## src/rtl/dvi_timing_ctrl_if.sv

```systemverilog
// -----------------------------------------------------------------------------
// dvi_timing_ctrl_if
// Configuration channel of the DVI timing controller: one complete timing set
// (horizontal/vertical field widths plus sync polarities) offered to the
// controller, and the controller's accept/reject feedback.
//
// Handshake: a set transfers on any pix_clk edge where cfg_valid && cfg_ready.
// The master holds cfg_valid and all cfg_* fields stable until that edge.
// cfg_ready depends only on controller state, never on cfg_valid. A transferred
// set that fails validation is still consumed; the controller then raises
// cfg_err for exactly one cycle and keeps its current timing.
//
// Signals:
//   cfg_valid            master -> slave  set offered
//   cfg_ready            slave  -> master controller can take a set
//   cfg_h_act/fp/sync/bp master -> slave  horizontal field widths (CW bits)
//   cfg_v_act/fp/sync/bp master -> slave  vertical field widths (CW bits)
//   cfg_hpol, cfg_vpol   master -> slave  sync polarity, 1 = active-high
//   cfg_err              slave  -> master one-cycle pulse: set rejected
// -----------------------------------------------------------------------------
interface dvi_timing_ctrl_if #(
    parameter int CW = 13
);
    logic          cfg_valid;
    logic          cfg_ready;
    logic [CW-1:0] cfg_h_act;
    logic [CW-1:0] cfg_h_fp;
    logic [CW-1:0] cfg_h_sync;
    logic [CW-1:0] cfg_h_bp;
    logic [CW-1:0] cfg_v_act;
    logic [CW-1:0] cfg_v_fp;
    logic [CW-1:0] cfg_v_sync;
    logic [CW-1:0] cfg_v_bp;
    logic          cfg_hpol;
    logic          cfg_vpol;
    logic          cfg_err;

    modport master (
        output cfg_valid, cfg_h_act, cfg_h_fp, cfg_h_sync, cfg_h_bp,
               cfg_v_act, cfg_v_fp, cfg_v_sync, cfg_v_bp, cfg_hpol, cfg_vpol,
        input  cfg_ready, cfg_err
    );

    modport slave (
        input  cfg_valid, cfg_h_act, cfg_h_fp, cfg_h_sync, cfg_h_bp,
               cfg_v_act, cfg_v_fp, cfg_v_sync, cfg_v_bp, cfg_hpol, cfg_vpol,
        output cfg_ready, cfg_err
    );
endinterface

```

## src/rtl/dvi_timing_ctrl.sv

```systemverilog
// -----------------------------------------------------------------------------
// dvi_timing_ctrl
// Programmable raster timing generator for the TMDS pixel path. Produces the
// pixel coordinate plus DE/HSYNC/VSYNC from an active timing set. New sets
// arrive over the cfg interface, wait in a shadow register, and are applied
// only at a frame boundary (or at once when idle) so a frame is never torn.
//
// Ports:
//   pix_clk      pixel clock, only clock
//   rst          synchronous active-high reset
//   enable       run request; a running frame always completes before idling
//   cfg          dvi_timing_ctrl_if.slave, timing-set handshake
//   x, y         current pixel coordinate (registered)
//   de           active video
//   hsync, vsync sync outputs with polarity applied
//   line_start   pulse at x==0 while running
//   frame_start  pulse at x==0, y==0 while running
//   running      controller in RUN state
//   dbg_state    raw FSM state (0 = IDLE, 1 = RUN)
// -----------------------------------------------------------------------------
module dvi_timing_ctrl #(
    parameter int CW         = 13,
    parameter int DEF_H_ACT  = 1360,
    parameter int DEF_H_FP   = 64,
    parameter int DEF_H_SYNC = 112,
    parameter int DEF_H_BP   = 256,
    parameter int DEF_V_ACT  = 768,
    parameter int DEF_V_FP   = 4,
    parameter int DEF_V_SYNC = 6,
    parameter int DEF_V_BP   = 17,
    parameter bit DEF_HPOL   = 1'b1,
    parameter bit DEF_VPOL   = 1'b1
) (
    input  logic                   pix_clk,
    input  logic                   rst,
    input  logic                   enable,
    dvi_timing_ctrl_if.slave       cfg,
    output logic [CW-1:0]          x,
    output logic [CW-1:0]          y,
    output logic                   de,
    output logic                   hsync,
    output logic                   vsync,
    output logic                   line_start,
    output logic                   frame_start,
    output logic                   running,
    output logic                   dbg_state
);
    typedef enum logic {IDLE = 1'b0, RUN = 1'b1} state_e;

    typedef struct packed {
        logic [CW-1:0] h_act;
        logic [CW-1:0] h_fp;
        logic [CW-1:0] h_sync;
        logic [CW-1:0] h_bp;
        logic [CW-1:0] v_act;
        logic [CW-1:0] v_fp;
        logic [CW-1:0] v_sync;
        logic [CW-1:0] v_bp;
        logic          hpol;
        logic          vpol;
    } tset_t;

    localparam tset_t DEF_SET = '{
        h_act: CW'(DEF_H_ACT), h_fp: CW'(DEF_H_FP),
        h_sync: CW'(DEF_H_SYNC), h_bp: CW'(DEF_H_BP),
        v_act: CW'(DEF_V_ACT), v_fp: CW'(DEF_V_FP),
        v_sync: CW'(DEF_V_SYNC), v_bp: CW'(DEF_V_BP),
        hpol: DEF_HPOL, vpol: DEF_VPOL
    };

    localparam logic [CW+1:0] TOT_ONE = (CW+2)'(1);
    localparam logic [CW+1:0] TOT_MAX = {2'b00, {CW{1'b1}}};

    // Totals are two bits wider than the fields so four maximal fields cannot
    // wrap and masquerade as a small legal total.
    function automatic logic [CW+1:0] tot4(input logic [CW-1:0] a, b, c, d);
        return {2'b00, a} + {2'b00, b} + {2'b00, c} + {2'b00, d};
    endfunction

    state_e        state_q, state_d;
    tset_t         act_q, act_d, shd_q, cfg_in;
    logic          pending_q, err_q;
    logic [CW-1:0] x_d, y_d;
    logic [CW+1:0] h_tot, v_tot, in_h_tot, in_v_tot;
    logic [CW+1:0] hs_beg, hs_end, vs_beg, vs_end, xe, ye;
    logic          last_x, last_y, apply, accept, in_ok;
    logic          run_d, de_d, hsync_d, vsync_d, ls_d, fs_d;

    // Incoming set and its validity check.
    assign cfg_in = '{
        h_act: cfg.cfg_h_act, h_fp: cfg.cfg_h_fp,
        h_sync: cfg.cfg_h_sync, h_bp: cfg.cfg_h_bp,
        v_act: cfg.cfg_v_act, v_fp: cfg.cfg_v_fp,
        v_sync: cfg.cfg_v_sync, v_bp: cfg.cfg_v_bp,
        hpol: cfg.cfg_hpol, vpol: cfg.cfg_vpol
    };
    assign in_h_tot = tot4(cfg_in.h_act, cfg_in.h_fp, cfg_in.h_sync, cfg_in.h_bp);
    assign in_v_tot = tot4(cfg_in.v_act, cfg_in.v_fp, cfg_in.v_sync, cfg_in.v_bp);
    assign in_ok    = (|cfg_in.h_act) && (|cfg_in.h_fp) && (|cfg_in.h_sync) &&
                      (|cfg_in.h_bp) && (|cfg_in.v_act) && (|cfg_in.v_fp) &&
                      (|cfg_in.v_sync) && (|cfg_in.v_bp) &&
                      (in_h_tot <= TOT_MAX) && (in_v_tot <= TOT_MAX);

    // Only one set can wait at a time; ready is purely the absence of one.
    assign accept        = cfg.cfg_valid && !pending_q;
    assign cfg.cfg_ready = !pending_q;
    assign cfg.cfg_err   = err_q;

    // Raster wrap points come from the set currently on screen.
    assign h_tot  = tot4(act_q.h_act, act_q.h_fp, act_q.h_sync, act_q.h_bp);
    assign v_tot  = tot4(act_q.v_act, act_q.v_fp, act_q.v_sync, act_q.v_bp);
    assign last_x = ({2'b00, x} == (h_tot - TOT_ONE));
    assign last_y = ({2'b00, y} == (v_tot - TOT_ONE));

    // Next-state / raster advance.
    always_comb begin
        state_d = state_q;
        x_d     = x;
        y_d     = y;
        apply   = 1'b0;
        case (state_q)
            IDLE: begin
                x_d   = '0;
                y_d   = '0;
                apply = pending_q;
                if (enable) state_d = RUN;
            end
            RUN: begin
                if (last_x) begin
                    x_d = '0;
                    if (last_y) begin
                        // Frame boundary: the only place RUN may swap sets or stop.
                        y_d   = '0;
                        apply = pending_q;
                        if (!enable) state_d = IDLE;
                    end else begin
                        y_d = y + CW'(1);
                    end
                end else begin
                    x_d = x + CW'(1);
                end
            end
            default: state_d = IDLE;
        endcase
    end

    // Outputs are decoded from the next coordinate and the next active set so
    // that every registered output lines up with the registered x/y.
    always_comb begin
        act_d   = apply ? shd_q : act_q;
        run_d   = (state_d == RUN);
        xe      = {2'b00, x_d};
        ye      = {2'b00, y_d};
        hs_beg  = {2'b00, act_d.h_act} + {2'b00, act_d.h_fp};
        hs_end  = hs_beg + {2'b00, act_d.h_sync};
        vs_beg  = {2'b00, act_d.v_act} + {2'b00, act_d.v_fp};
        vs_end  = vs_beg + {2'b00, act_d.v_sync};
        de_d    = run_d && (x_d < act_d.h_act) && (y_d < act_d.v_act);
        hsync_d = (run_d && (xe >= hs_beg) && (xe < hs_end)) ^ ~act_d.hpol;
        vsync_d = (run_d && (ye >= vs_beg) && (ye < vs_end)) ^ ~act_d.vpol;
        ls_d    = run_d && (x_d == '0);
        fs_d    = run_d && (x_d == '0) && (y_d == '0);
    end

    always_ff @(posedge pix_clk) begin
        if (rst) begin
            state_q     <= IDLE;
            act_q       <= DEF_SET;
            shd_q       <= DEF_SET;
            pending_q   <= 1'b0;
            err_q       <= 1'b0;
            x           <= '0;
            y           <= '0;
            de          <= 1'b0;
            hsync       <= ~DEF_HPOL;
            vsync       <= ~DEF_VPOL;
            line_start  <= 1'b0;
            frame_start <= 1'b0;
        end else begin
            state_q     <= state_d;
            act_q       <= act_d;
            x           <= x_d;
            y           <= y_d;
            de          <= de_d;
            hsync       <= hsync_d;
            vsync       <= vsync_d;
            line_start  <= ls_d;
            frame_start <= fs_d;
            // Rejected sets are consumed without touching shadow or active.
            err_q       <= accept && !in_ok;
            // accept needs !pending and apply needs pending, so they never coincide.
            if (apply) begin
                pending_q <= 1'b0;
            end else if (accept && in_ok) begin
                shd_q     <= cfg_in;
                pending_q <= 1'b1;
            end
        end
    end

    assign running   = (state_q == RUN);
    assign dbg_state = state_q;
endmodule

```

## src/flat_wrapper.sv

```systemverilog
// flat-port wrapper written by rule: the top's interface ports become plain ports
module dvi_timing_ctrl_flat 
#(
    parameter int CW         = 13,
    parameter int DEF_H_ACT  = 1360,
    parameter int DEF_H_FP   = 64,
    parameter int DEF_H_SYNC = 112,
    parameter int DEF_H_BP   = 256,
    parameter int DEF_V_ACT  = 768,
    parameter int DEF_V_FP   = 4,
    parameter int DEF_V_SYNC = 6,
    parameter int DEF_V_BP   = 17,
    parameter bit DEF_HPOL   = 1'b1,
    parameter bit DEF_VPOL   = 1'b1
)
  (pix_clk, rst, enable, x, y, de, hsync, vsync, line_start, frame_start, running, dbg_state, cfg_cfg_valid, cfg_cfg_h_act, cfg_cfg_h_fp, cfg_cfg_h_sync, cfg_cfg_h_bp, cfg_cfg_v_act, cfg_cfg_v_fp, cfg_cfg_v_sync, cfg_cfg_v_bp, cfg_cfg_hpol, cfg_cfg_vpol, cfg_cfg_ready, cfg_cfg_err);
  dvi_timing_ctrl_if #(.CW(CW)) cfg_i ();
  input  logic pix_clk;
  input  logic rst;
  input  logic enable;
  output logic [CW-1:0] x;
  output logic [CW-1:0] y;
  output logic de;
  output logic hsync;
  output logic vsync;
  output logic line_start;
  output logic frame_start;
  output logic running;
  output logic dbg_state;
  input wire logic [$bits(cfg_i.cfg_valid)-1:0] cfg_cfg_valid;
  input wire logic [$bits(cfg_i.cfg_h_act)-1:0] cfg_cfg_h_act;
  input wire logic [$bits(cfg_i.cfg_h_fp)-1:0] cfg_cfg_h_fp;
  input wire logic [$bits(cfg_i.cfg_h_sync)-1:0] cfg_cfg_h_sync;
  input wire logic [$bits(cfg_i.cfg_h_bp)-1:0] cfg_cfg_h_bp;
  input wire logic [$bits(cfg_i.cfg_v_act)-1:0] cfg_cfg_v_act;
  input wire logic [$bits(cfg_i.cfg_v_fp)-1:0] cfg_cfg_v_fp;
  input wire logic [$bits(cfg_i.cfg_v_sync)-1:0] cfg_cfg_v_sync;
  input wire logic [$bits(cfg_i.cfg_v_bp)-1:0] cfg_cfg_v_bp;
  input wire logic [$bits(cfg_i.cfg_hpol)-1:0] cfg_cfg_hpol;
  input wire logic [$bits(cfg_i.cfg_vpol)-1:0] cfg_cfg_vpol;
  output wire logic [$bits(cfg_i.cfg_ready)-1:0] cfg_cfg_ready;
  output wire logic [$bits(cfg_i.cfg_err)-1:0] cfg_cfg_err;
  assign cfg_i.cfg_valid = cfg_cfg_valid;
  assign cfg_i.cfg_h_act = cfg_cfg_h_act;
  assign cfg_i.cfg_h_fp = cfg_cfg_h_fp;
  assign cfg_i.cfg_h_sync = cfg_cfg_h_sync;
  assign cfg_i.cfg_h_bp = cfg_cfg_h_bp;
  assign cfg_i.cfg_v_act = cfg_cfg_v_act;
  assign cfg_i.cfg_v_fp = cfg_cfg_v_fp;
  assign cfg_i.cfg_v_sync = cfg_cfg_v_sync;
  assign cfg_i.cfg_v_bp = cfg_cfg_v_bp;
  assign cfg_i.cfg_hpol = cfg_cfg_hpol;
  assign cfg_i.cfg_vpol = cfg_cfg_vpol;
  assign cfg_cfg_ready = cfg_i.cfg_ready;
  assign cfg_cfg_err = cfg_i.cfg_err;
  dvi_timing_ctrl #(.CW(CW), .DEF_H_ACT(DEF_H_ACT), .DEF_H_FP(DEF_H_FP), .DEF_H_SYNC(DEF_H_SYNC), .DEF_H_BP(DEF_H_BP), .DEF_V_ACT(DEF_V_ACT), .DEF_V_FP(DEF_V_FP), .DEF_V_SYNC(DEF_V_SYNC), .DEF_V_BP(DEF_V_BP), .DEF_HPOL(DEF_HPOL), .DEF_VPOL(DEF_VPOL)) u_core (.pix_clk(pix_clk), .rst(rst), .enable(enable), .cfg(cfg_i), .x(x), .y(y), .de(de), .hsync(hsync), .vsync(vsync), .line_start(line_start), .frame_start(frame_start), .running(running), .dbg_state(dbg_state));
endmodule
```

## config.mk

```make
export PLATFORM = sky130hd
export DESIGN_NAME = dvi_timing_ctrl_flat
export DESIGN_NICKNAME = d
export VERILOG_FILES = /design/src/rtl/dvi_timing_ctrl_if.sv /design/src/rtl/dvi_timing_ctrl.sv /design/src/flat_wrapper.sv
export SDC_FILE = /design/constraint.sdc
export NUM_CORES = 1
export LEC_CHECK = 0
export CAP_MARGIN = 15
export CORE_AREA = 4 4 227 229
export CTS_BUF_LIST = sky130_fd_sc_hd__clkbuf_8
export CTS_CLUSTER_DIAMETER = 200
export DETAILED_ROUTE_END_ITERATION = 16
export DIE_AREA = 0 0 231 233
export SLEW_MARGIN = 20
export SYNTH_ARGS = -nofsm -noshare
export SYNTH_HDL_FRONTEND = slang
export SYNTH_SLANG_ARGS = --single-unit
```

## constraint.sdc

```tcl
create_clock -name pix_clk -period 31.3 [get_ports pix_clk]
set_input_delay 6.26 -clock pix_clk [delete_from_list [all_inputs] [get_ports pix_clk]]
set_output_delay 6.26 -clock pix_clk [all_outputs]
set_load 0.05 [all_outputs]
```

=== After elaboration in Yosys (flattened, before gate mapping) ===
Cells that the tools add are included.

* Flip-flop bits (word level): 246
* Latch bits: 0
* Memory bits (writable): 0
* Memory bits (read-only): 0
* Bits of input ports: 110
* Output and inout port bits: 35
* Word-level logic and storage cells: 113
* Memories: 0

* $add $sub $neg: 20
* $mul: 0
* Div/mod/pow operators: 0
* $lt $le $gt $ge: 8
* Equal/unequal tests: 2
* Shifts and indexed selects: 0
* Muxes and demuxes: 13
* Bitwise logic cells: 6
* Reduce and logical (&&, ||, !) cells: 34

{| class="wikitable"
|+ Operators by type and width
! kind !! count
|-
| 15-bit by 13-bit adder with 15-bit output || 10
|-
| 106-bit two-way mux || 1
|-
| 13-bit OR reduction || 8
|-
| 13-bit by 13-bit adder with 14-bit output || 6
|-
| 13-bit case mux with 2 select lines || 2
|-
| 13-bit two-way mux || 3
|-
| 13-bit by 15-bit equality test with 1-bit output || 2
|-
| 13-bit by 15-bit >= comparator with 1-bit output || 2
|-
| 15-bit by 13-bit <= comparator with 1-bit output (second input constant) || 2
|-
| 13-bit by 15-bit < comparator with 1-bit output || 2
|-
| 15-bit by 1-bit subtractor with 15-bit output (second input constant) || 2
|-
| 13-bit by 1-bit adder with 13-bit output (second input constant) || 2
|-
| 13-bit zero test || 2
|-
| 13-bit < comparator || 2
|-
| 1-bit logical AND || 20
|-
| 1-bit two-way mux || 5
|-
| 1-bit NOT || 4
|-
| 1-bit case mux with 2 select lines || 2
|-
| 1-bit zero test || 2
|-
| 2-bit AND reduction || 1
|-
| 2-bit OR reduction || 1
|-
| 1-bit bitwise XOR || 2
|}

=== Longest topological paths before layout ===
Gate-level depths: netlist (run 1).

* Depth in word-level cells: 14
* Gate-level depth with buffers: 56

=== Least setup slack after synthesis (run 1) ===
OpenSTA, ideal clock, no wires.

* Kind: input to register
* From: input cfg_cfg_v_fp[0]
* To: register u_core.shd_q[100] (netlist bit)
* Library setup time: 0.128 ns
* Arrival: 11.365 ns
* Path slack: 19.807 ns
* Cell stages on the path: 27
* Buffers on the path: 3
* Cell sequence: ha_1 > fa_1 > a21o_1 > a21oi_1 > o21bai_1 > a21oi_1 > nor2b_1 > o21a_1 > o21ai_0 > nand2b_1 > a21oi_1 > o21ai_0 > xnor2_1 > fa_1 > inv_1 > ha_1 > or4_1 > a311oi_1 > nand4_1 > a221o_1 > a21oi_1 > nand4_1 > clkbuf_1 > clkbuf_1 > buf_1 > mux2i_1 > nor2_1

* Word-level cells in the longest chain between the ends: 8
* Elaborated cells on any way between the ends: 12

{| class="wikitable"
|+ RTL lines
! element !! RTL line !! source
|-
| from (decl) || flat_wrapper.sv:36 || <nowiki>input wire logic [$bits(cfg_i.cfg_v_fp)-1:0] cfg_cfg_v_fp;</nowiki>
|-
| branches (longest 5 deep; another with 15-bit by 13-bit adder with 15-bit output) || n/a ||
|-
| 1-bit logical AND (*) || dvi_timing_ctrl.sv:102 || <nowiki>(in_h_tot <= TOT_MAX) && (in_v_tot <= TOT_MAX);</nowiki>
|-
| 1-bit logical AND (*) || dvi_timing_ctrl.sv:194 || <nowiki>end else if (accept && in_ok) begin</nowiki>
|-
| 2-bit AND reduction (no line) (*) || n/a ||
|-
| to (signal assigned) || dvi_timing_ctrl.sv:195 || <nowiki>shd_q <= cfg_in;</nowiki>
|-
| to (decl) || dvi_timing_ctrl.sv:81 || <nowiki>tset_t act_q, act_d, shd_q, cfg_in;</nowiki>
|}

Every way passes the cells marked *.
A chain may end at the register's enable or synchronous reset.

=== Final worst setup path (run 1) ===
* From: input cfg_cfg_v_fp[0]
* To: register u_core.shd_q[71] (netlist bit)

Same word-level chain as after synthesis.

==> out/summary.md, run 1 <==
The run finished with clean final reports. The tools report the fmax as 76.5 MHz. Counting flops and latches in the post-synthesis netlist gives 246. CTS built an H-tree with a depth of 2. Cell depth of the worst min-delay path: 1. Summed over all layers, the routed wires come to 57,700 um.

The cell-internal power is 0.000560 W. Before antenna repair, the detailed router went through 6 iterations. The run gives 69 as the number of library cell types mapped by synthesis. In this run the power density over the cells is 35.2 mW/mm^2. Number of hold buffers added after CTS: 0. The critical path in this run is classified as input port to register. The layout has 4,957 filler cells. In the routed layout, each cell is associated on average with a via count of 5.24. The endpoint class of the critical path is a register. Number of buffers inserted during clock tree synthesis: 43.

The clock sink count came out at 246. In the layout the commonest cells are 328 x inv_1, 262 x ha_1, 248 x nor2_1, 246 x dfxtp_1, 153 x mux2i_1. The first global-routing pass estimated 89,700 um of wire. Synthesis handed over a netlist of 2,271 instances. For the worst-case headroom to the max-slew limit, the log shows 27.5%. Max-cap violations in this run came to 0. Library cell used as clock root buffer: clkbuf_8. The worst voltage drop across the vdd grid was 0.0220 mV. The detailed router placed 16,208 vias in this run. Leaving out filler cells and counting taps, the final layout contains 3,094.

The number of hold violations in the final report came out at 0. 0 antenna diodes ended up in the layout. For the pin with the worst max-slew slack, the measured transition is 1.09 ns.

No sink is reached through more buffers than the 3 on the longest clock path. For the worst hold slack after final layout, the log shows 0.456 ns. Setup violations remaining at the end of the flow were counted as 0. The finished cells cover 0.0226 mm^2. The run gives 16,075 as the number of global-route vias before repair. The fraction of synthesis flops using an asynchronous set or reset pin is 0%. In this run, the clock network consumes 38.0% of the power. After clock tree synthesis, the clock-pin slew on the worst setup and hold paths is 0.06 ns.

During I/O placement, the number of pins put on the boundary was 145. Gates resized during post-CTS repair numbered 0. For the number of cell rows, the log shows 82.

The number of nets at the end of the flow came out at 2,825. The cell area after technology mapping was 0.0197 mm^2; the die boundary width was 231 um. Clock skew on the completed layout was measured at 0.0330 ns. The most common flop cell mapped by yosys was dfxtp_1.

For this configuration, the core starts out at a cell density of 39.6%. STA puts the critical path data arrival time at 13.53 ns. The logs give 1 for the number of antenna violations at the first check in global routing and 31.75 ns for the required time at the endpoint of the critical path. Once placement completed, the tool counted placed cells totaling 3,018. Summed over all nets, the switching power comes to 0.000236 W. For this design the static power due to leakage is 11.4 nW. The residual overflow from global routing is 0. The wire-length estimate of the detail-placed layout is 47,400 um.

The core region is 0.0497 mm^2. Of the total power, the share spent switching nets is 29.7%. Of the available clock period, the critical path in the final layout requires 41.8%. The layout overhead on the synthesized area is 14.9%, and the part of the Yosys area used for sequential elements is 25.0%. The clock latency on the worst-skew pair is 0.59 ns. Final critical-path required period: 13.08 ns. The maximum number of pins on one net before global-route repair was 137; the number of routed nets with antenna violations was 0. When the netlist entered floorplanning its net count stood at 2,705.

The final estimated routing congestion in global placement came out at 0.926. Of all nets on the critical path, the largest fanout is 59. The average cell area after synthesis came out at 8.66 um^2.

The average wire per cell in the routed design came out at 18.7 um. For the count of unresolved DRC violations after routing, the log shows 0. Counting flops with a built-in enable in the synthesized netlist gives 0. The die is 233 um tall. The number of setup buffers added after CTS is 0. The run gives 0 ns as the aggregate negative setup slack.

The worst setup path is launched from an input port. Number of buffers added on ports: 144. TritonCTS built the clock tree.

The depth of the worst register-to-register path is 50. For the count of final max-slew check failures, the log shows 0. The placed standard-cell area is 0.0217 mm^2, and the area of the die is 0.0538 mm^2. Most common cell after layout, fill and taps aside: inv_1. Registers are responsible for 41.8% of the overall power. Global-route usage over all layers: 21.1%. The number of synthesis warnings was 0; the combinational fraction of design power was 20.2%. Setup repair after global routing left no endpoint under its margin. In this run the worst hold path is classified as register to register. The post-route netlist has 5.74% of its cells at a drive strength greater than 1. For the count of routing violations after the opening detailed-route iteration, the log shows 967.
==> logic make-up after synthesis <==
family | after synthesis | synth area share [%]
AOI/OAI and AO/OA | 388 | 13.0
xor gates and xnor gates | 141 | 6.28
adders and majority gates | 325 | 23.0
buffers and inverters | 387 | 7.48
DFF | 246 | 25.0
muxes | 203 | 10.7
and+or+nand+nor | 581 | 14.5
==> path summary, 6_finish.rpt <==
| kind | startpoint | endpoint | slack [ns] |
|---|---|---|---|
| min reg2reg | u_core.shd_q[2]$_SDFFE_PP1P_ | u_core.shd_q[2]$_SDFFE_PP1P_ | 0.46 |
| max reg2reg | u_core.act_q[95]$_SDFF_PP0_ | u_core.hsync$_SDFF_PP0_ | 18.29 |
| min | u_core.shd_q[2]$_SDFFE_PP1P_ | u_core.shd_q[2]$_SDFFE_PP1P_ | 0.46 |
| max | cfg_cfg_v_fp[0] | u_core.shd_q[71]$_SDFFE_PP1P_ | 18.22 |
==> cell type report <==
| class | instances | area [um^2] | share of cell area [%] |
|---|---|---|---|
| repair buffers | 150 | 1490 | 6.59 |
| inverters | 312 | 1170 | 5.18 |
| clock inverters | 25 | 169 | 0.748 |
| well taps | 672 | 841 | 3.72 |
| clock buffers | 51 | 702 | 3.11 |
| flip-flops and latches | 246 | 4920 | 21.8 |
| multi-input cells | 1638 | 13300 | 58.9 |
==> synthesized netlist by cell type, drive strengths merged (4+ instances only) <==
cell	n	share of area [%]
nor3	39	0.99
a21oi	109	2.8
nor3b	7	0.27
o2111ai	5	0.22
a31oi	12	0.38
o211ai	11	0.42
nand2	47	0.90
or4	7	0.31
fa	62	6.3
mux2i	153	7.8
nand3	37	0.94
xnor2	85	3.8
nor2	248	4.7
and3	12	0.38
a21o	69	2.6
buf	26	0.59
or2	11	0.35
o21a	9	0.34
a221oi	4	0.18
xor2	56	2.5
nor4	26	0.83
a211oi	10	0.38
a21boi	4	0.15
o21bai	18	0.69
and2	4	0.13
clkbuf	49	0.94
o21ai	72	1.8
nand2b	30	0.95
mux2	50	2.9
a311oi	6	0.27
inv	311	5.9
a2111oi	4	0.18
or3	9	0.29
dfxtp	246	25
nand4	34	1.1
a211o	26	1.2
ha	262	17
and4	5	0.22
a221o	5	0.25
nor2b	59	1.9
==> worst max-delay path: stages <==
cell             delay (ns)
clkdlybuf4s50_1        0.46
ha_1                   0.26
fa_1                   0.41
a21o_1                 0.19
a21oi_1                0.23
o21bai_1               0.09
a21oi_1                0.23
nor2b_1                0.08
o21a_1                 0.18
o21ai_0                0.20
nand2b_1               0.08
a21oi_1                0.23
o21ai_0                0.16
xnor2_1                0.15
fa_1                   0.48
inv_1                  0.04
ha_1                   0.19
or4_1                  0.52
a311oi_1               0.46
nand4_1                0.15
a221o_1                0.27
a21oi_1                0.18
nand4_1                0.51
buf_4                  0.59
buf_4                  0.48
a211o_1                0.38
==> power by group through the flow <==
stage                     combinational [W]  clock [W]  sequential [W]
after floorplan                    0.000107          0        0.000336
after global routing               0.000180   0.000326        0.000334
after CTS                          0.000162   0.000311        0.000332
after global placement             0.000157          0        0.000339
final                              0.000160   0.000303        0.000333
after detailed placement           0.000161          0        0.000339
==> per-stage QoR <==
| stage | worst slack (ns) | power (W) | utilization, % |
|---|---|---|---|
| after floorplan | 19.81 | 0.000443 | - |
| after global placement | 17.79 | 0.000496 | 43.7 |
| after detailed placement | 17.67 | 0.000500 | 43.7 |
| after CTS | 18.24 | 0.000805 | 45.5 |
| after global routing | 17.58 | 0.000839 | 45.5 |
| final | 18.22 | 0.000796 | 45.5 |
==> registers in the layout (all words and copies together) (netlist names), 13 cells and up <==
name,cells
u_core.act_q,106
u_core.shd_q,106
u_core.x,13
u_core.y,13
==> metal layers <==
| layer | vias to the layer above | GRT usage, % | part of all wire (%) |
|---|---|---|---|
| met1 | 7729 | 30.9 | 50 |
| met5 | - | 0 | 0 |
| met3 | 81 | 3.29 | 5.0 |
| met2 | 375 | 32.0 | 42 |
| li1 | 8023 | - | - |
| met4 | 0 | 5.92 | 2.7 |
(Power assumes the default switching activity.)
==> inputs of run 2 (changes only) <==
Clock period 31.3 ns to 12.3 ns, I/O delays scaled along.
==> out/summary.md, run 2 (synthesized netlist as in run 1, its figures left out) <==
For the core footprint, the log shows 0.0497 mm^2 (unchanged). Vertical extent of the die: 233 um (unchanged). Most common cell after layout, fill and taps aside: inv_1 (unchanged). The logs give 0 (unchanged) for the max-capacitance violation count and 11.99 ns (was 13.53 ns) for the arrival time at the worst endpoint. The maximum buffer depth of the clock tree came out at 3 (unchanged). The run gives 58,600 um (was 57,700 um) as the total wirelength of the detailed-routed design. The launching element type of the critical path was a register (was an input port). The tools report the part of the power in registers as 42.8% (was 41.8%).

The count of unresolved DRC violations after routing was 0 (unchanged). The total setup buffers inserted after CTS was 0 (unchanged); the number of failing setup endpoints in the final timing report was 0 (unchanged). Number of hold violations in the final report: 0 (unchanged). The half-perimeter wire length after placement came out at 47,700 um (was 47,400 um). The wire length of the first global-routing pass was 90,100 um (was 89,700 um); the number of routed nets with antenna violations was 0 (unchanged). Library cell used as clock root buffer: clkbuf_8 (unchanged).

The number of buffers inserted during clock tree synthesis was 42 (was 43). The number of cell rows is 82 (unchanged), and the switching power total is 0.000592 W (was 0.000236 W). The detail-routed via count per cell was 5.23 (was 5.24); the share of final-layout standard cells stronger than drive strength 1 was 5.78% (was 5.74%).

Post-placement worst setup slack: 0.730 ns (was 17.67 ns). Static timing analysis puts the maximum clock frequency at 87.0 MHz. The count of final max-slew check failures was 0 (unchanged).

The tools report the combinational fraction of design power as 20.4% (was 20.2%). Capture instance of the worst register-to-register path: u_core.hsync$_SDFF_PP0_ (unchanged). The smallest clock period supported by the final layout is computed as 11.49 ns. Master of the slowest instance on the critical path: or4_4 (was buf_4). Path class of the lowest-slack min-delay path: register to register (unchanged).

The flow ran to the end, and the final reports show no timing, DRC or antenna violations. The total power density per cell area is 87.9 mW/mm^2 (was 35.2 mW/mm^2), and the number of primary I/O pins is 145 (unchanged). The maximum fanout along the worst path came out at 29 (was 59). For the combined flip-flop and latch cell area, the log shows 0.00492 mm^2 (unchanged).

The layout overhead on the synthesized area works out to 14.7% (was 14.9%). Endpoint class of the critical path: a register (unchanged). The tools report the H-tree depth as 2 (unchanged).

Largest regs: u_core.act_q x106, u_core.shd_q x106 (unchanged). For the aggregate negative setup slack, the log shows 0 ns (unchanged). The first-pass iteration count of the detailed router was 5 (was 6). The run gives 0.0598 mV (was 0.0220 mV) as the worst voltage drop across the vdd grid.

The internal reg-to-reg setup slack was 0.81 ns (was 18.29 ns). Switching power share of the total: 29.9% (was 29.7%). The tools report the worst hold path endpoint as u_core.act_q[2]$_SDFFE_PP1N_ (was u_core.shd_q[2]$_SDFFE_PP1P_). The area of the die came out at 0.0538 mm^2 (unchanged). Clock transition at the register clock pins on the worst setup and hold paths after CTS: 0.07 ns (was 0.06 ns).

The total via count in the routed design came out at 16,182 (was 16,208). Setup repair after global routing left no endpoint under its margin. The tools report the worst-case headroom to the max-slew limit as 29.2% (was 27.5%). For the maximum number of pins on one net before global-route repair, the log shows 144 (was 137).

The final critical-path share of the clock period was 93.4%; the clock latency on the worst-skew pair was 0.57 ns (was 0.59 ns). The reported leakage power is 11.3 nW (was 11.4 nW), and the largest clock skew in the final design is 0.0119 ns (was 0.0330 ns). For the residual overflow from global routing, the log shows 0 (unchanged). Slew at the pin with the worst max-slew slack: 1.06 ns (was 1.09 ns). The delay of the slowest critical-path stage came out at 0.57 ns (was 0.59 ns). The number of buffers added on ports is 144 (unchanged), and the starting density of the core is 39.6% (unchanged). The start point of the worst hold path is u_core.act_q[2]$_SDFFE_PP1N_ (was u_core.shd_q[2]$_SDFFE_PP1P_). Worst path setup slack after routing: 0.812 ns (was 18.22 ns). The tools report the launch point of the worst reg-to-reg path as u_core.act_q[80]$_SDFF_PP0_ (was u_core.act_q[95]$_SDFF_PP0_). Cell depth of the worst min-delay path: 1 (unchanged). The die boundary width is 231 um (unchanged). The clock power share was 36.8% (was 38.0%); the number of global-route vias before repair was 15,776 (was 16,075).

The run gives 21.2% (was 21.1%) as the global-route usage over all layers. TritonCTS built the clock tree. The start-to-end type of the worst setup path was register to register (was input port to register).

The clock sink count was 246 (unchanged). The depth of the worst register-to-register path is 50 (unchanged). The number of antenna violations at the first check in global routing was 0 (was 1); the number of antenna repair diodes was 0 (unchanged). The required time at the endpoint of the critical path is 12.81 ns (was 31.75 ns), and the fill cell total of the finished layout is 4,922 (was 4,957).

The count of routing violations after the opening detailed-route iteration was 1,034 (was 967). The average wire per cell in the routed design was 19.0 um (was 18.7 um); the cell-internal power was 0.00139 W (was 0.000560 W). Multi-input combinational cell area: 0.0133 mm^2 (about the same). Commonest non-fill, non-tap cells in the layout: 325 x inv_1, 262 x ha_1, 248 x nor2_1, 246 x dfxtp_1, 153 x mux2i_1 (was 328 x inv_1, 262 x ha_1, 248 x nor2_1, 246 x dfxtp_1, 153 x mux2i_1). The logs give 2,826 (was 2,825) for the number of nets at the end of the flow and 0.925 (was 0.926) for the final estimated routing congestion in global placement.
## run 2: cell types whose count changed in the layout (fill, tap and decap cells not counted)
cell       before  now
o22a_2          0    1
buf_4           6    7
inv_8           2    1
clkinv_8        0    1
buf_6           1    0
nor4_2          1    0
clkinv_2        3    6
nor4_1         25   26
clkbuf_8       51   50
inv_1         328  325
bufinv_16       2    1
## run 2: worst max-delay path by stage
stage                                           start                       to  depth (start not counted)
after CTS                 u_core.act_q[93]$_SDFF_PP0_  u_core.hsync$_SDFF_PP0_                         50
after floorplan           u_core.act_q[80]$_SDFF_PP0_  u_core.hsync$_SDFF_PP0_                         54
after detailed placement  u_core.act_q[93]$_SDFF_PP0_  u_core.hsync$_SDFF_PP0_                         50
after global placement    u_core.act_q[80]$_SDFF_PP0_  u_core.hsync$_SDFF_PP0_                         50
after global routing      u_core.act_q[95]$_SDFF_PP0_  u_core.vsync$_SDFF_PP0_                         50
final                     u_core.act_q[80]$_SDFF_PP0_  u_core.hsync$_SDFF_PP0_                         50
## run 2: critical path, delay by kind of cell, from the launching register on
kind / cells / cell delay (ns)
adder cells (fa/ha/maj): 9 / 2.93
XOR/XNOR: 3 / 0.40
flip-flops: 1 / 0.33
buffers and inverters: 3 / 0.28
AO/OA/AOI/OAI: 22 / 4.04
multiplexers: 2 / 0.57
AND/OR/NAND/NOR: 11 / 2.84
## run 2: metrics by stage
step / power, W / hold WS [ns] / cells / instance area [um^2] / utilization (%)
floorplan: 0.00113 / 0.427 / 2271 / 19700 / -
global placement: 0.00126 / 0.446 / 3019 / 21700 / 43.7
detailed placement: 0.00127 / 0.451 / 3019 / 21700 / 43.7
CTS: 0.00201 / 0.466 / 3092 / 22500 / 45.4
global route: 0.00209 / 0.483 / 3093 / 22600 / 45.4
finish: 0.00198 / 0.465 / 3093 / 22600 / 45.4
## run 2: timing repair
| item | 4_1_cts | 5_1_grt |
|---|---|---|
| setup endpoints to repair | 0 | 2 |
| hold buffers | 0 | 0 |
| resized for setup | 0 | 0 |
## run 2: power groups by stage
| stage | Sequential, W | Combinational, W | Clock [W] |
|---|---|---|---|
| floorplan | 0.000854 | 0.000272 | 0 |
| global placement | 0.000863 | 0.000398 | 0 |
| detailed placement | 0.000864 | 0.000405 | 0 |
| CTS | 0.000846 | 0.000408 | 0.000755 |
| global route | 0.000849 | 0.000453 | 0.000787 |
| finish | 0.000848 | 0.000404 | 0.000730 |
## run 2: final cells by class
cell class                 instances  share of cell area (%)
clock buffer                      49                    2.99
inverter                         312                    5.19
tap                              672                    3.73
timing repair buffer             151                    6.64
clock inverter                    24                   0.655
multi-input combinational       1639                    59.0
sequential                       246                    21.8
## run 2: routing by layer
metal | global-route usage, % | vias up | routed length (um)
li1 | - | 8043 | -
met1 | 31.8 | 7687 | 29800
met2 | 32.2 | 365 | 24700
met3 | 2.50 | 87 | 2610
met4 | 5.51 | 0 | 1480
met5 | 0 | - | 0
==> inputs of run 3 (changes only) <==
Settings changed: MAX_ROUTING_LAYER set to met4.
==> out/summary.md, run 3 (synthesized netlist as in run 1, its figures left out) <==
The worst hold path endpoint is u_core.shd_q[49]$_SDFFE_PP1P_ (was u_core.act_q[2]$_SDFFE_PP1N_). The worst voltage drop across the vdd grid came out at 0.0503 mV (was 0.0598 mV). The final design utilization was 45.4% (about the same). The residual overflow from global routing is 0 (unchanged). The aggregate negative setup slack is 0 ns (unchanged).

Launch point of the worst reg-to-reg path: u_core.act_q[95]$_SDFF_PP0_ (was u_core.act_q[80]$_SDFF_PP0_). The H-tree depth is 2 (unchanged). The worst path setup slack after routing is 0.714 ns (was 0.812 ns), and the number of failing setup endpoints in the final timing report is 0 (unchanged). The run gives 3,096 (was 3,093) as the number of standard cells in the layout, taps in and fillers out. The start point of the worst hold path was u_core.shd_q[49]$_SDFFE_PP1P_ (was u_core.act_q[2]$_SDFFE_PP1N_). The tools report the library cell used as clock root buffer as clkbuf_8 (unchanged). The run gives 0 (unchanged) as the number of hold violations in the final report. The logs give 145 (unchanged) for the number of primary I/O pins and 0.0497 mm^2 (unchanged) for the core footprint. Area of the die: 0.0538 mm^2 (unchanged).

Setup repair after global routing left no endpoint under its margin. Total via count in the routed design: 16,253 (was 16,182). For the global-route usage over all layers, the log shows 22.1% (was 21.2%).

The die boundary width was 231 um (unchanged). Fill cell total of the finished layout: 4,884 (was 4,922). The number of buffers inserted during clock tree synthesis came out at 42 (unchanged). The slew at the pin with the worst max-slew slack was 0.917 ns (was 1.06 ns); the fmax was 86.3 MHz (was 87.0 MHz). Final critical-path required period: 11.59 ns (was 11.49 ns). The run gives 3 (unchanged) as the maximum buffer depth of the clock tree. The depth of the worst register-to-register path was 49 (was 50).

The cell depth of the worst min-delay path works out to 1 (unchanged). Start-to-end type of the worst setup path: register to register (unchanged). The average wire per cell in the routed design came out at 19.0 um (about the same). Capture instance of the worst register-to-register path: u_core.hsync$_SDFF_PP0_ (unchanged).

The run gives 0.57 ns (about the same) as the clock latency on the worst-skew pair. The number of buffers added on ports is 144 (unchanged). The number of antenna violations at the first check in global routing is 1 (was 0), and the share of final-layout standard cells stronger than drive strength 1 is 5.87% (was 5.78%).

The tools report the number of global-route vias before repair as 16,023 (was 15,776). The run gives 5 (unchanged) as the first-pass iteration count of the detailed router. Largest regs: u_core.act_q x106, u_core.shd_q x106 (unchanged). The post-placement worst setup slack was 0.814 ns (was 0.730 ns); the total power draw was 0.00198 W (about the same). The layout overhead on the synthesized area was 14.7% (about the same); the post-cts repair resize count was 0 (unchanged). The final estimated routing congestion in global placement is 0.936 (was 0.925), and the number of nets at the end of the flow is 2,827 (was 2,826). Clock sink count: 246 (unchanged). The logs give 39.6% (unchanged) for the starting density of the core and 38.3% (was 29.2%) for the worst-case headroom to the max-slew limit. The most common cell after layout, fill and taps aside is inv_1 (unchanged).

TritonCTS built the clock tree. The path class of the lowest-slack min-delay path was register to register (unchanged). The run gives 3,021 (was 3,019) as the total instance count after detailed placement. The reported leakage power is 11.3 nW (about the same), and the total wirelength of the detailed-routed design is 58,700 um (was 58,600 um). For the number of cell rows, the log shows 82 (unchanged). The arrival time at the worst endpoint was 12.08 ns (was 11.99 ns). The run gives 48,400 um (was 47,700 um) as the half-perimeter wire length after placement. The tools report the endpoint class of the critical path as a register (unchanged). Detail-routed via count per cell: 5.25 (was 5.23).

The maximum fanout along the worst path works out to 41 (was 29). The maximum number of pins on one net before global-route repair was 108 (was 144); the max-capacitance violation count was 0 (unchanged). The number of routed nets with antenna violations was 0 (unchanged); the count of final max-slew check failures was 0 (unchanged). Commonest non-fill, non-tap cells in the layout: 323 x inv_1, 262 x ha_1, 248 x nor2_1, 246 x dfxtp_1, 153 x mux2i_1 (was 325 x inv_1, 262 x ha_1, 248 x nor2_1, 246 x dfxtp_1, 153 x mux2i_1). The run finished with clean final reports. The required time at the endpoint of the critical path is 12.80 ns (was 12.81 ns), and the number of hold buffers added after CTS is 0 (unchanged). The delay of the slowest critical-path stage was 0.57 ns (about the same). Final critical-path share of the clock period: 94.2% (was 93.4%).

The tools report the largest clock skew in the final design as 0.0191 ns (was 0.0119 ns). The wire length of the first global-routing pass is 91,400 um (was 90,100 um). The tools report the launching element type of the critical path as a register (unchanged). The total power density per cell area was 87.7 mW/mm^2 (was 87.9 mW/mm^2). The count of routing violations after the opening detailed-route iteration was 1,085 (was 1,034); the internal reg-to-reg setup slack was 0.71 ns (was 0.81 ns). The count of unresolved DRC violations after routing is 0 (unchanged), and the clock transition at the register clock pins on the worst setup and hold paths after CTS is 0.07 ns (about the same). The vertical extent of the die works out to 233 um (unchanged). Master of the slowest instance on the critical path: or4b_4 (was or4_4).
run 3: cell type report:
| type | count | area (um^2) | share of cell area [%] |
|---|---|---|---|
| Inverter | 312 | 1170 | 5.19 |
| Tap cell | 672 | 841 | 3.73 |
| Antenna cell | 3 | 7.51 | 0.0333 |
| Clock inverter | 24 | 150 | 0.666 |
| Clock buffer | 48 | 661 | 2.93 |
| Sequential cell | 246 | 4920 | 21.8 |
| Timing Repair Buffer | 153 | 1510 | 6.71 |
| Multi-Input combinational cell | 1638 | 13300 | 58.9 |
run 3: through the flow:
step           hold WS, ns  cell area, um^2
2_1_floorplan        0.427            19700
3_3_place_gp         0.449            21700
3_5_place_dp         0.454            21700
4_1_cts              0.469            22500
5_1_grt              0.491            22600
6_report             0.469            22600
run 3: worst max-delay path by stage:
stage,cells past startpoint,start,end,slack (ns)
2_1_floorplan,54,u_core.act_q[80]$_SDFF_PP0_,u_core.hsync$_SDFF_PP0_,1.55
5_1_grt,53,u_core.act_q[93]$_SDFF_PP0_,u_core.hsync$_SDFF_PP0_,0.006
6_report,49,u_core.act_q[95]$_SDFF_PP0_,u_core.hsync$_SDFF_PP0_,0.71
3_5_place_dp,51,u_core.act_q[80]$_SDFF_PP0_,u_core.hsync$_SDFF_PP0_,0.81
3_3_place_gp,49,u_core.act_q[95]$_SDFF_PP0_,u_core.hsync$_SDFF_PP0_,1.09
4_1_cts,51,u_core.act_q[80]$_SDFF_PP0_,u_core.hsync$_SDFF_PP0_,0.77
run 3: per-layer routing:
| layer | track usage (%) | up-vias | share of wire (%) |
|---|---|---|---|
| met1 | 32.6 | 7729 | 51 |
| met3 | 2.34 | 71 | 4.7 |
| met2 | 32.6 | 409 | 42 |
| met4 | 4.79 | 0 | 2.0 |
| li1 | - | 8044 | - |
| met5 | - | - | 0 |
run 3: what timing repair did:
item                                    CTS  global route
setup buffers                             0             0
endpoints found under the hold margin     0             0
endpoints found under the setup margin    0             1
run 3: power breakdown:
part	leakage, nW	switching [W]	internal [W]
logic	8.89	0.000224	0.000182
registers	1.99	0.0000253	0.000822
clock network	0.468	0.000344	0.000380
total	11.3	0.000593	0.00138
run 3: worst max-delay path: cells and delay by family (launching register included):
family | cells | cell delay (ns)
AND/OR/NAND/NOR | 12 | 3.02
multiplexers | 2 | 0.58
adder cells (fa/ha/maj) | 8 | 2.57
AO/OA/AOI/OAI | 21 | 3.95
buffers and inverters | 2 | 0.22
flip-flops | 1 | 0.42
XOR/XNOR | 4 | 0.74
